### config.mk
export PLATFORM = sky130hd
export DESIGN_NAME = ber_monitor_flat
export DESIGN_NICKNAME = d
export VERILOG_FILES = /design/src/rtl/ber_monitor_if.sv /design/src/rtl/ber_monitor.sv /design/src/flat_wrapper.sv
export SDC_FILE = /design/constraint.sdc
export NUM_CORES = 1
export LEC_CHECK = 0
export ABC_AREA = 1
export CORE_ASPECT_RATIO = 1.75
export CORE_MARGIN = 2
export CORE_UTILIZATION = 53
export CTS_CLUSTER_SIZE = 25
export DETAILED_ROUTE_END_ITERATION = 7
export PLACE_DENSITY_LB_ADDON = 0.3
export RECOVER_POWER = 50
export SLEW_MARGIN = 20
export SYNTH_ARGS = -nofsm -noshare
export SYNTH_HDL_FRONTEND = slang
export SYNTH_SLANG_ARGS = --single-unit
### constraint.sdc
create_clock -name clk -period 7.67 [get_ports clk]
set_clock_uncertainty 0.2 [all_clocks]
set_input_delay 1.534 -clock clk [delete_from_list [all_inputs] [get_ports clk]]
set_output_delay 1.534 -clock clk [all_outputs]
set_load 0.03 [all_outputs]
### src/rtl/ber_monitor_if.sv
// Bundled control/status and error-stream signals of ber_monitor.
// burst_max exists only when BER_BURST_DETECT_EN is defined.
interface ber_monitor_if #(
   parameter int WORDWIDTH = 32,
   parameter int ERRW      = 25
);
   logic                 start;
   logic [31:0]          window;
   logic                 aligned;
   logic                 err_valid;
   logic [WORDWIDTH-1:0] errorBits;
   logic                 busy;
   logic                 done;
   logic [31:0]          words_cnt;
   logic [ERRW-1:0]      bit_errs;
   logic [ERRW-1:0]      err_words;
   logic                 lock_lost;
`ifdef BER_BURST_DETECT_EN
   logic [7:0]           burst_max;
`endif

   modport master (
      output start, window, aligned, err_valid, errorBits,
      input  busy, done, words_cnt, bit_errs, err_words, lock_lost
`ifdef BER_BURST_DETECT_EN
      , input burst_max
`endif
   );

   modport slave (
      input  start, window, aligned, err_valid, errorBits,
      output busy, done, words_cnt, bit_errs, err_words, lock_lost
`ifdef BER_BURST_DETECT_EN
      , output burst_max
`endif
   );
endinterface

### src/rtl/ber_monitor.sv
// Bit-error-rate monitor: counts words, bit errors and errored words over a window.
// Optional BER_BURST_DETECT_EN adds burst_max, the longest run of errored words.
module ber_monitor #(
   parameter int WORDWIDTH = 32,
   parameter int ERRW      = 25
) (
   input  logic          clk,
   input  logic          reset,
   ber_monitor_if.slave  bus
);
   localparam int CNTW = $clog2(WORDWIDTH + 1);
   localparam int SUMW = ((ERRW > CNTW) ? ERRW : CNTW) + 1;

   typedef enum logic [2:0] {IDLE, WAIT_ALIGN, MEASURE, DRAIN, DONE} state_t;

   state_t          state, state_nxt;
   logic [31:0]     win_q;
   logic [31:0]     words_q;
   logic [31:0]     words_nxt;
   logic [ERRW-1:0] bit_errs_q, err_words_q;
   logic            lock_lost_q;
   logic [CNTW-1:0] pop;
   logic [CNTW-1:0] pipe_cnt;
   logic            pipe_flag;
   logic [SUMW-1:0] be_sum;
   logic [ERRW:0]   ew_sum;
   logic            take_word;

   always_comb begin
      pop = '0;
      for (int unsigned i = 0; i < WORDWIDTH; i++)
         pop = pop + CNTW'(bus.errorBits[i]);
   end

   assign words_nxt = words_q + 32'd1;
   assign take_word = (state == MEASURE) && bus.aligned && bus.err_valid;
   assign be_sum    = SUMW'(bit_errs_q) + SUMW'(pipe_cnt);
   assign ew_sum    = {1'b0, err_words_q} + (ERRW+1)'(pipe_flag);

   always_ff @(posedge clk) begin
      if (reset) state <= IDLE;
      else       state <= state_nxt;
   end

   always_comb begin
      state_nxt = state;
      case (state)
         IDLE:       if (bus.start) state_nxt = (bus.window == 32'd0) ? DONE : WAIT_ALIGN;
         WAIT_ALIGN: if (bus.aligned) state_nxt = MEASURE;
         MEASURE: begin
            if (!bus.aligned)                        state_nxt = DRAIN;
            else if (bus.err_valid && words_nxt == win_q) state_nxt = DRAIN;
         end
         DRAIN:      state_nxt = DONE;
         DONE:       state_nxt = IDLE;
         default:    state_nxt = IDLE;
      endcase
   end

`ifdef BER_BURST_DETECT_EN
   logic [7:0] run_q, run_nxt, burst_q;
   always_comb begin
      run_nxt = '0;
      if (bus.errorBits != '0)
         run_nxt = (run_q == 8'hFF) ? 8'hFF : run_q + 8'd1;
   end
`endif

   // The pipeline stage is zero whenever no word was taken, so accumulating
   // every cycle is harmless and absorbs the last word during DRAIN.
   always_ff @(posedge clk) begin
      if (reset) begin
         win_q       <= '0;
         words_q     <= '0;
         bit_errs_q  <= '0;
         err_words_q <= '0;
         lock_lost_q <= 1'b0;
         pipe_cnt    <= '0;
         pipe_flag   <= 1'b0;
`ifdef BER_BURST_DETECT_EN
         run_q       <= '0;
         burst_q     <= '0;
`endif
      end else begin
         bit_errs_q  <= (|be_sum[SUMW-1:ERRW]) ? '1 : be_sum[ERRW-1:0];
         err_words_q <= ew_sum[ERRW] ? '1 : ew_sum[ERRW-1:0];
         pipe_cnt    <= '0;
         pipe_flag   <= 1'b0;
         if (state == IDLE && bus.start) begin
            win_q       <= bus.window;
            words_q     <= '0;
            bit_errs_q  <= '0;
            err_words_q <= '0;
            lock_lost_q <= 1'b0;
`ifdef BER_BURST_DETECT_EN
            run_q       <= '0;
            burst_q     <= '0;
`endif
         end
         if (state == MEASURE && !bus.aligned)
            lock_lost_q <= 1'b1;
         if (take_word) begin
            words_q   <= words_nxt;
            pipe_cnt  <= pop;
            pipe_flag <= (bus.errorBits != '0);
`ifdef BER_BURST_DETECT_EN
            run_q     <= run_nxt;
            if (run_nxt > burst_q) burst_q <= run_nxt;
`endif
         end
      end
   end

   always_comb begin
      bus.busy      = (state != IDLE);
      bus.done      = (state == DONE);
      bus.words_cnt = words_q;
      bus.bit_errs  = bit_errs_q;
      bus.err_words = err_words_q;
      bus.lock_lost = lock_lost_q;
`ifdef BER_BURST_DETECT_EN
      bus.burst_max = burst_q;
`endif
   end
endmodule

### src/flat_wrapper.sv
// flat-port wrapper written by rule: the top's interface ports become plain ports
module ber_monitor_flat 
#(
   parameter int WORDWIDTH = 32,
   parameter int ERRW      = 25
)
  (clk, reset, bus_start, bus_window, bus_aligned, bus_err_valid, bus_errorBits, bus_busy, bus_done, bus_words_cnt, bus_bit_errs, bus_err_words, bus_lock_lost);
  ber_monitor_if #(.WORDWIDTH(WORDWIDTH), .ERRW(ERRW)) bus_i ();
  input  logic clk;
  input  logic reset;
  input wire logic [$bits(bus_i.start)-1:0] bus_start;
  input wire logic [$bits(bus_i.window)-1:0] bus_window;
  input wire logic [$bits(bus_i.aligned)-1:0] bus_aligned;
  input wire logic [$bits(bus_i.err_valid)-1:0] bus_err_valid;
  input wire logic [$bits(bus_i.errorBits)-1:0] bus_errorBits;
  output wire logic [$bits(bus_i.busy)-1:0] bus_busy;
  output wire logic [$bits(bus_i.done)-1:0] bus_done;
  output wire logic [$bits(bus_i.words_cnt)-1:0] bus_words_cnt;
  output wire logic [$bits(bus_i.bit_errs)-1:0] bus_bit_errs;
  output wire logic [$bits(bus_i.err_words)-1:0] bus_err_words;
  output wire logic [$bits(bus_i.lock_lost)-1:0] bus_lock_lost;
  assign bus_i.start = bus_start;
  assign bus_i.window = bus_window;
  assign bus_i.aligned = bus_aligned;
  assign bus_i.err_valid = bus_err_valid;
  assign bus_i.errorBits = bus_errorBits;
  assign bus_busy = bus_i.busy;
  assign bus_done = bus_i.done;
  assign bus_words_cnt = bus_i.words_cnt;
  assign bus_bit_errs = bus_i.bit_errs;
  assign bus_err_words = bus_i.err_words;
  assign bus_lock_lost = bus_i.lock_lost;
  ber_monitor #(.WORDWIDTH(WORDWIDTH), .ERRW(ERRW)) u_core (.clk(clk), .reset(reset), .bus(bus_i));
endmodule
==> qor.csv, run 1 <==
metric;value;unit
status;finished with violations;
violations;max-capacitance violations, max-slew violations;
dr_total_vias;7947;
dpl.hpwl;16.4;mm
clk_latency;0.41;ns
nets;1430;
yosys-top-cells-area;dfxtp_1, nand2_1, inv_1;
crit_path_frequent_cell;nand2_1;
cp_cell_sequence;dlygate4sd3_1, nand2_1, clkbuf_1, nand2_1, clkinv_1, o31ai_1, a21oi_1;
synth-edff-count;0;
track_usage;0.276;
cpMaxStageDelayCell;clkbuf_1;
hold_viol_final;0;
clock_sinks;125;
fp.coreArea;14800;µm²
maxCapViolCount;1;
ant_nets;0;
rrSetupSlack;2.28;ns
final-setup-viol-count;0;
yosys.area_share.simple;0.324;
slew_viol_final;63;
cts.clk_slew.worst_paths;0.06;ns
antenna_found_initial;0;
grt_pass1_vias;7516;
syn_area;7910;µm²
cp.required;7.81;ns
yosys.area.top_type;dfxtp_1;
ir_drop;182;µV
synth_compound_area_frac;0.110;
powerDensity;207;nW/µm²
initial_core_util;0.535;
synth_top_family_by_area;simple AND/OR/NAND/NOR gates;
holdCritPathClass;register to register;
synth_top_area_share;0.317;
synth_mux_area_frac;0;
drtIter0Drc;484;
critPathTopFamily;buffers and inverters;
pin_count;154;
fillers;1329;
cts_repair_resize_count;0;
dieArea;15900;µm²
ys_types;46;
clk_path_buf_depth;2;
worst_pin_slew;2.45;ns
syn_avg_cell_area;6.76;µm²
synthCells;1169;
setup-tns-final;0;ns
overflow;0;
worst_ep_arrival_time;6.69;ns
synth.ff_latch_count;125;
gp_congestion;0.915;
wl_per_cell;14.1;µm
port_buffers;153;
final_util;0.688;
worstSetupPathType;input port to register;
synth.most_common_cell;nand2_1;
synth_fp_nets;1281;
max_slew_margin;-0.631;
slowest_delay;1.73;ns
htreeDepth;4;
cp-end-kind;register;
synthFlopType;dfxtp_1;
synth_xor_xnor_area_share;0.0551;
syn2layout_area_growth;28.4;%
dieWidth;96.3;µm
ctsHoldBuffers;0;
diodes;0;
grt_pass1_wl;34.4;mm
yosysWarnings;0;
ctsRootBufferMaster;clkbuf_16;
drc;0;
post-cts-setup-buffer-count;0;
fmax;153;MHz
grt_max_degree;63;
die_height;166;µm
rsz0062_at_grt;no;
cts_tree;built;
synth_fa_ha_area_frac;0.0918;
start_kind;input port;
min_period;6.55;ns
critPathMaxFanout;62;
rows;59;
seq_area_frac_synth;0.317;
cts_buffers;17;
async_reset_ff_frac;0;
cp.buffers_inverters;3;
drive_gt1_frac;0.0503;
p_leak;0.00438;µW
vias_per_cell;5.25;
period_share;0.853;
first_pass_iters;6;
routed_wl;21.3;mm
synth.top_cells.by_count;nand2_1, inv_1, dfxtp_1;
[worst paths after layout]
kind                                  startpoint                       to  cells past startpoint
worst min register to register  u_core.win_q[19]         u_core.win_q[19]                      2
worst max register to register   u_core.state[2]  u_core.bus.bit_errs[17]                      9
worst max-delay path                   bus_start  u_core.bus.bit_errs[17]                      7
worst min-delay path            u_core.win_q[19]         u_core.win_q[19]                      2
[per-stage QoR]
step	cells	hold WS, ns	setup WS, ns	power (µW)	area (µm²)
floorplan	1169	0.241	1.52	1160	7910
finish	1514	0.266	1.12	2110	10200
CTS	1514	0.266	1.15	2120	10200
global route	1514	0.287	0.735	2240	10200
detailed placement	1482	0.259	0.752	1340	9580
global placement	1482	0.254	0.912	1290	9580
[sequential cells by signal (all words and copies together) (netlist names)]
signal,count
u_core.bus.err_words,25
u_core.bus.lock_lost,1
u_core.pipe_cnt,6
u_core.bus.bit_errs,25
u_core.win_q,32
u_core.pipe_flag,1
u_core.bus.words_cnt,32
u_core.state,3
[metal layers]
layer | vias up | wire length (µm) | global-route usage
met3 | 48 | 1130 | 0.0431
li1 | 4015 | - | -
met5 | - | 0 | 0
met2 | 270 | 11300 | 0.507
met4 | 0 | 835 | 0.135
met1 | 3614 | 7970 | 0.300
[worst register-to-register path: cells and delay by family, from the launching register on]
family / cells / cell delay, ns
simple gates: 4 / 1.70
flops: 1 / 0.35
buf+inv: 3 / 2.76
compound gates: 2 / 0.31
[power by group]
| part | internal [µW] | leakage, µW | total, µW | switching (µW) |
|---|---|---|---|---|
| combinational | 251 | 0.00308 | 629 | 378 |
| clock | 493 | 0.000283 | 783 | 289 |
| sequential | 679 | 0.00101 | 694 | 15.0 |
[cell usage in the layout (no fill, tap or decap), drive strengths merged, types with 2 or more instances in the layout]
master,synthesis,final
and2,3,3
o21bai,3,3
nor3b,3,3
xnor3,3,3
dfxtp,125,125
clkinvlp,0,2
nor4,14,14
or2,2,2
xnor2,16,16
clkbuf,24,22
o21a,2,2
nand3,87,87
or4,2,2
buf,2,2
nand3b,4,4
inv,186,186
o21ai,60,60
nor2,133,133
xor2,26,26
nand2,299,299
a21oi,90,90
nand4,14,14
dlygate4sd3,0,73
clkinv,1,8
bufinv,0,2
fa,25,25
clkdlybuf4s50,0,80
ha,18,18
nor3,17,17
[layout make-up]
cell class	instances	area (µm²)	share of cell area
clock buffers	21	460	0.0453
clock inverters	11	118	0.0116
inverters	187	702	0.0691
multi-input cells	831	4590	0.452
flip-flops and latches	125	2500	0.246
well taps	183	229	0.0226
repair buffers	156	1550	0.153
[cells by family (layout without fill, tap and decap cells)]
kind of cell | after synthesis | in the layout
compound gates | 165 | 165
buf+inv | 213 | 375
simple gates | 578 | 578
flops | 125 | 125
fa+ha+maj | 43 | 43
xor+xnor | 45 | 45
Power figures use the tool's default switching activity.
==> run 2, diff against run 1 <==
--- a/config.mk
+++ b/config.mk
@@ -7,7 +7,6 @@
 export LEC_CHECK = 0
 export ABC_AREA = 1
 export CORE_ASPECT_RATIO = 1.75
-export CORE_MARGIN = 2
 export CORE_UTILIZATION = 53
 export CTS_CLUSTER_SIZE = 25
 export DETAILED_ROUTE_END_ITERATION = 7
==> run 2 against run 1 <==
  * The flow still finishes with violations (max-capacitance violations, max-slew violations)
  * Sequential power is essentially flat
  * Hold slack got worse by 0.0013 ns
  * Clock power grew 6.8%
  * Routed wire length up 0.68%
  * Flip-flop and latch count unchanged
  * Clock-buffer cell count fell by 2
  * Die area shrank 3.3%
  * Final cell count decreased by 0.13%
  * Combinational power is 0.8% higher
  * Non-clock buffer count grew 1
  * Critical path type unchanged
  * Critical endpoint is now u_core.pipe_cnt[4]
  * Highest routed layer unchanged
==> qor.csv, run 2 (synthesis gave the netlist of run 1 again) <==
metric;value;unit;change
status;finished with violations;;unchanged
violations;max-capacitance violations, max-slew violations;;unchanged
rows;58;;was 59
p_leak;0.00430;µW;was 0.00438 µW
ctsHoldBuffers;0;;unchanged
clk_path_buf_depth;2;;unchanged
clk_latency;0.42;ns;was 0.41 ns
final-setup-viol-count;0;;unchanged
cp-end-kind;register;;unchanged
rsz0062_at_grt;no;;unchanged
dr_wl_met2;11.3;mm;about the same
diodes;0;;unchanged
period_share;0.838;;was 0.853
initial_core_util;0.547;;was 0.535
dp.cells;1480;;was 1482
max_slew_margin;-0.634;;was -0.631
powerDensity;212;nW/µm²;was 207 nW/µm²
layout_common_cells;nand2_1, inv_1, dfxtp_1;;unchanged
dieWidth;94.3;µm;was 96.3 µm
rrSetupSlack;3.54;ns;was 2.28 ns
worst_pin_slew;2.45;ns;about the same
hold_viol_final;0;;unchanged
ff_latch_area;2500;µm²;unchanged
nets;1431;;was 1430
antenna_found_initial;0;;unchanged
fmax;156;MHz;was 153 MHz
hold_path_startpoint;u_core.bus.lock_lost;;was u_core.win_q[19]
top_layer_used;met4;;unchanged
min_period;6.43;ns;was 6.55 ns
cp.required;7.78;ns;was 7.81 ns
worst_ep_arrival_time;6.54;ns;was 6.69 ns
instances_no_fill;1512;;was 1514
grt_pass1_vias;7779;;was 7516
holdCritPathClass;register to register;;unchanged
clock_sinks;125;;unchanged
drc;0;;unchanged
layout_commonest_cell;nand2_1;;unchanged
overflow;0;;unchanged
ant_nets;0;;unchanged
dr_wl_met3;1.06;mm;was 1.13 mm
grt_pass1_wl;34.9;mm;was 34.4 mm
start_kind;input port;;unchanged
pin_count;154;;unchanged
gp_congestion;0.943;;was 0.915
worstSetupPathType;input port to register;;unchanged
slowest_delay;0.55;ns;was 1.73 ns
drive_gt1_frac;0.0518;;was 0.0503
timing.rr.start;u_core.state[2];;unchanged
routed_wl;21.4;mm;was 21.3 mm
cts.clk_slew.worst_paths;0.06;ns;about the same
rr_worst_depth;9;;unchanged
timing.rr.end;u_core.bus.bit_errs[15];;was u_core.bus.bit_errs[17]
cpMaxStageDelayCell;fa_1;;was clkbuf_1
vias_per_cell;5.30;;was 5.25
ir_drop;174;µV;was 182 µV
slew_viol_final;63;;unchanged
ctsRootBufferMaster;clkbuf_16;;unchanged
grt_max_degree;63;;unchanged
syn2layout_area_growth;28.9;%;was 28.4%
wl_per_cell;14.2;µm;was 14.1 µm
dr_total_vias;8014;;was 7947
holdPathStages;1;;was 2
cp_cell_sequence;clkdlybuf4s50_1, inv_1, ha_1, inv_1, fa_1, fa_1, fa_1, fa_1, fa_1, fa_1, fa_1, inv_1, fa_1, nand2_1, inv_1, o21ai_0, nand2_1, xor2_1, nand2_1, inv_1;;was dlygate4sd3_1, nand2_1, clkbuf_1, nand2_1, clkinv_1, o31ai_1, a21oi_1
holdWs;0.265;ns;was 0.266 ns
place_ws;0.793;ns;was 0.752 ns
first_pass_iters;5;;was 6
fin_ws;1.24;ns;was 1.12 ns
dpl.hpwl;16.3;mm;was 16.4 mm
maxCapViolCount;1;;unchanged
setup-tns-final;0;ns;unchanged
critPathMaxFanout;2;;was 62
cts_tree;built;;unchanged
track_usage;0.291;;was 0.276
drtIter0Drc;358;;was 484
port_buffers;153;;unchanged
post-cts-setup-buffer-count;0;;unchanged
cts_repair_resize_count;0;;unchanged
cts_buffers;17;;unchanged
fillers;1216;;was 1329
worst_hold_path.endpoint;u_core.bus.lock_lost;;was u_core.win_q[19]
multi_input_area;4590;µm²;unchanged
htreeDepth;4;;unchanged
dieArea;15400;µm²;was 15900 µm²
m1WireLength;7.94;mm;was 7.97 mm
fp.coreArea;14400;µm²;was 14800 µm²
final_util;0.706;;was 0.688
die_height;164;µm;was 166 µm
crit_path_frequent_cell;fa_1;;was nand2_1
==> run 2: layout make-up <==
| cell class | instances | area share |
|---|---|---|
| Clock buffer | 19 | 0.0444 |
| Inverter | 187 | 0.0689 |
| Tap cell | 180 | 0.0221 |
| Sequential cell | 125 | 0.246 |
| Timing Repair Buffer | 157 | 0.152 |
| Multi-Input combinational cell | 831 | 0.451 |
| Clock inverter | 13 | 0.0161 |
==> run 2: worst max-delay path by stage <==
stage	from	end	slack (ns)	cells after the start
6_report	bus_errorBits[0]	u_core.pipe_cnt[4]	1.24	20
3_3_place_gp	bus_errorBits[0]	u_core.pipe_cnt[4]	0.91	20
4_1_cts	bus_errorBits[0]	u_core.pipe_cnt[4]	1.22	20
3_5_place_dp	bus_errorBits[0]	u_core.pipe_cnt[4]	0.79	20
2_1_floorplan	bus_errorBits[0]	u_core.pipe_cnt[4]	1.52	19
5_1_grt	bus_errorBits[0]	u_core.pipe_cnt[4]	0.99	20
==> run 2: through the flow <==
stage	instance area (µm²)	total power, µW
floorplan	7910	1160
finish	10200	2160
global route	10200	2300
detailed placement	9590	1340
CTS	10200	2170
global placement	9590	1290
==> run 2: routing by layer <==
| metal | vias to the layer above | GRT usage |
|---|---|---|
| li1 | 4019 | - |
| met1 | 3670 | 0.298 |
| met2 | 254 | 0.538 |
| met3 | 71 | 0.0517 |
| met4 | 0 | 0.170 |
| met5 | - | 0 |
==> run 2: critical path: cells and delay by family <==
family                     cells  cell delay, ns
and+or+nand+nor                3            0.21
AOI/OAI and AO/OA              1            0.13
buffers and inverters          6            0.75
adders and majority gates      9            3.77
xor gates and xnor gates       1            0.14
==> run 2: power by group <==
| part | internal, µW | leakage (µW) | switching (µW) | total (µW) |
|---|---|---|---|---|
| Clock | 529 | 0.000288 | 307 | 836 |
| Sequential | 679 | 0.00101 | 15.1 | 694 |
| Combinational | 255 | 0.00300 | 379 | 634 |
==> run 3, diff against run 2 <==
==> constraint.sdc (replaced) <==
create_clock -name clk -period 6.3 [get_ports clk]
set_clock_uncertainty 0.2 [all_clocks]
set_input_delay 1.26 -clock clk [delete_from_list [all_inputs] [get_ports clk]]
set_output_delay 1.26 -clock clk [all_outputs]
set_load 0.03 [all_outputs]
==> run 3 against run 2 <==
  * The flow still finishes with violations (max-capacitance violations, max-slew violations)
  * Clock power increased by 19%
  * Flip-flop and latch count unchanged
  * Non-clock buffer count increased by 3
  * Hold slack gained 0.0020 ns
  * Combinational power increased by 38%
  * Final area is 0.12% higher
  * Routed wire length rose by 3.4%
  * Die area is the same
  * Critical endpoint unchanged
==> qor.csv, run 3 (synthesis gave the netlist of run 1 again) <==
metric;value;unit;change
status;finished with violations;;unchanged
violations;max-capacitance violations, max-slew violations;;unchanged
crit_path_frequent_cell;fa_1;;unchanged
wl_per_cell;14.6;µm;was 14.2 µm
top_layer_used;met4;;unchanged
vias_per_cell;5.38;;was 5.30
cts_tree;built;;unchanged
slew_viol_final;37;;was 63
overflow;0;;unchanged
placed_area;9610;µm²;was 9590 µm²
cp.required;6.41;ns;was 7.78 ns
clk_path_buf_depth;2;;unchanged
fin_area;10200;µm²;about the same
ctsHoldBuffers;0;;unchanged
dr_total_vias;8144;;was 8014
die_height;164;µm;unchanged
ctsRootBufferMaster;clkbuf_16;;unchanged
drtIter0Drc;430;;was 358
dr_wl_met3;1.23;mm;was 1.06 mm
ir_drop;217;µV;was 174 µV
cp_cell_sequence;clkdlybuf4s50_1, fa_1, inv_1, fa_1, inv_1, fa_1, inv_1, fa_1, fa_1, fa_1, fa_2, inv_2, fa_2, nand2_2, inv_1, o21ai_1, nand2_1, xor2_1, nand2_1, inv_1;;was clkdlybuf4s50_1, inv_1, ha_1, inv_1, fa_1, fa_1, fa_1, fa_1, fa_1, fa_1, fa_1, inv_1, fa_1, nand2_1, inv_1, o21ai_0, nand2_1, xor2_1, nand2_1, inv_1
p_leak;0.00432;µW;was 0.00430 µW
rows;58;;unchanged
worst_hold_path.endpoint;u_core.win_q[29];;was u_core.bus.lock_lost
layout_commonest_cell;nand2_1;;unchanged
htreeDepth;4;;unchanged
fmax;166;MHz;
hold_path_startpoint;u_core.win_q[29];;was u_core.bus.lock_lost
post-cts-setup-buffer-count;0;;unchanged
fin_ws;0.283;ns;was 1.24 ns
cts.clk_slew.worst_paths;0.06;ns;about the same
powerDensity;266;nW/µm²;was 212 nW/µm²
holdPathStages;2;;was 1
grt_pass1_vias;7919;;was 7779
worstSetupPathType;input port to register;;unchanged
start_kind;input port;;unchanged
slowest_delay;0.56;ns;was 0.55 ns
maxCapViolCount;1;;unchanged
rrSetupSlack;3.24;ns;was 3.54 ns
initial_core_util;0.547;;unchanged
timing.rr.end;u_core.bus.bit_errs[15];;unchanged
worst_ep_arrival_time;6.12;ns;was 6.54 ns
dr_wl_met2;11.8;mm;was 11.3 mm
antenna_found_initial;0;;unchanged
drc;0;;unchanged
routed_wl;22.2;mm;was 21.4 mm
worst_pin_slew;1.97;ns;was 2.45 ns
port_buffers;153;;unchanged
hold_viol_final;0;;unchanged
clock_sinks;125;;unchanged
power;2720;µW;was 2160 µW
final-setup-viol-count;0;;unchanged
dieWidth;94.3;µm;unchanged
setup-tns-final;0;ns;unchanged
timing.rr.start;u_core.state[2];;unchanged
cpMaxStageDelayCell;fa_1;;unchanged
gp_congestion;0.964;;was 0.943
ant_nets;0;;unchanged
min_period;6.02;ns;
rsz0062_at_grt;no;;unchanged
layout_common_cells;nand2_1, inv_1, dfxtp_1;;unchanged
dieArea;15400;µm²;unchanged
drive_gt1_frac;0.0570;;was 0.0518
clk_latency;0.42;ns;about the same
place_ws;-0.348;ns;was 0.793 ns
fp.coreArea;14400;µm²;unchanged
syn2layout_area_growth;29.1;%;was 28.9%
rr_worst_depth;8;;was 9
cts_buffers;17;;unchanged
first_pass_iters;5;;unchanged
grt_pass1_wl;35.5;mm;was 34.9 mm
cp-end-kind;register;;unchanged
period_share;0.955;;
pin_count;154;;unchanged
critPathMaxFanout;2;;unchanged
nets;1434;;was 1431
grt_max_degree;54;;was 63
track_usage;0.296;;was 0.291
diodes;0;;unchanged
m1WireLength;8.04;mm;was 7.94 mm
dpl.hpwl;16.8;mm;was 16.3 mm
max_slew_margin;-0.311;;was -0.634
holdCritPathClass;register to register;;unchanged
[run 3: layer usage]
| layer | vias up | global-route usage |
|---|---|---|
| li1 | 4019 | - |
| met1 | 3706 | 0.297 |
| met2 | 333 | 0.551 |
| met3 | 86 | 0.0507 |
| met4 | 0 | 0.178 |
| met5 | - | 0 |
[run 3: report_power, final]
part | total [µW] | internal (µW) | leakage (µW) | switching (µW)
clock network | 999 | 621 | 0.000282 | 378
logic | 876 | 374 | 0.00303 | 502
registers | 844 | 826 | 0.00101 | 18.3
total | 2720 | 1820 | 0.00432 | 899
[run 3: worst max path at each step]
| stage | start | endpoint | slack (ns) | cells past startpoint |
|---|---|---|---|---|
| 4_1_cts | bus_errorBits[0] | u_core.pipe_cnt[4] | 0.05 | 21 |
| 3_5_place_dp | bus_errorBits[0] | u_core.pipe_cnt[4] | -0.35 | 21 |
| 3_3_place_gp | bus_errorBits[0] | u_core.pipe_cnt[4] | -0.18 | 20 |
| 6_report | bus_errorBits[18] | u_core.pipe_cnt[4] | 0.28 | 20 |
| 2_1_floorplan | bus_errorBits[0] | u_core.pipe_cnt[4] | 0.42 | 19 |
| 5_1_grt | bus_errorBits[18] | u_core.pipe_cnt[4] | 0.08 | 20 |
[run 3: final cells by class]
type / count / area [µm²]
flip-flops and latches: 125 / 2500
fillers: 1210 / 4240
inverters: 187 / 702
repair buffers: 160 / 1580
well taps: 180 / 225
clock inverters: 14 / 170
clock buffers: 17 / 425
multi-input cells: 831 / 4600
[run 3: worst max-delay path, delay by kind of cell]
kind / cells / cell delay [ns]
simple gates: 3 / 0.22
xor+xnor: 1 / 0.14
fa+ha+maj: 8 / 3.63
compound gates: 1 / 0.12
buf+inv: 7 / 0.74
[run 3: metrics by stage]
step / cells / hold slack [ns] / util
2_1_floorplan: 1169 / 0.241 / -
4_1_cts: 1514 / 0.266 / 0.707
5_1_grt: 1514 / 0.286 / 0.707
3_3_place_gp: 1483 / 0.253 / 0.665
3_5_place_dp: 1483 / 0.257 / 0.665
6_report: 1514 / 0.267 / 0.707
[run 3: repair_timing]
action	CTS	global route
hold endpoints to repair	0	0
endpoints found under the setup margin	0	1
gates resized for setup	0	9
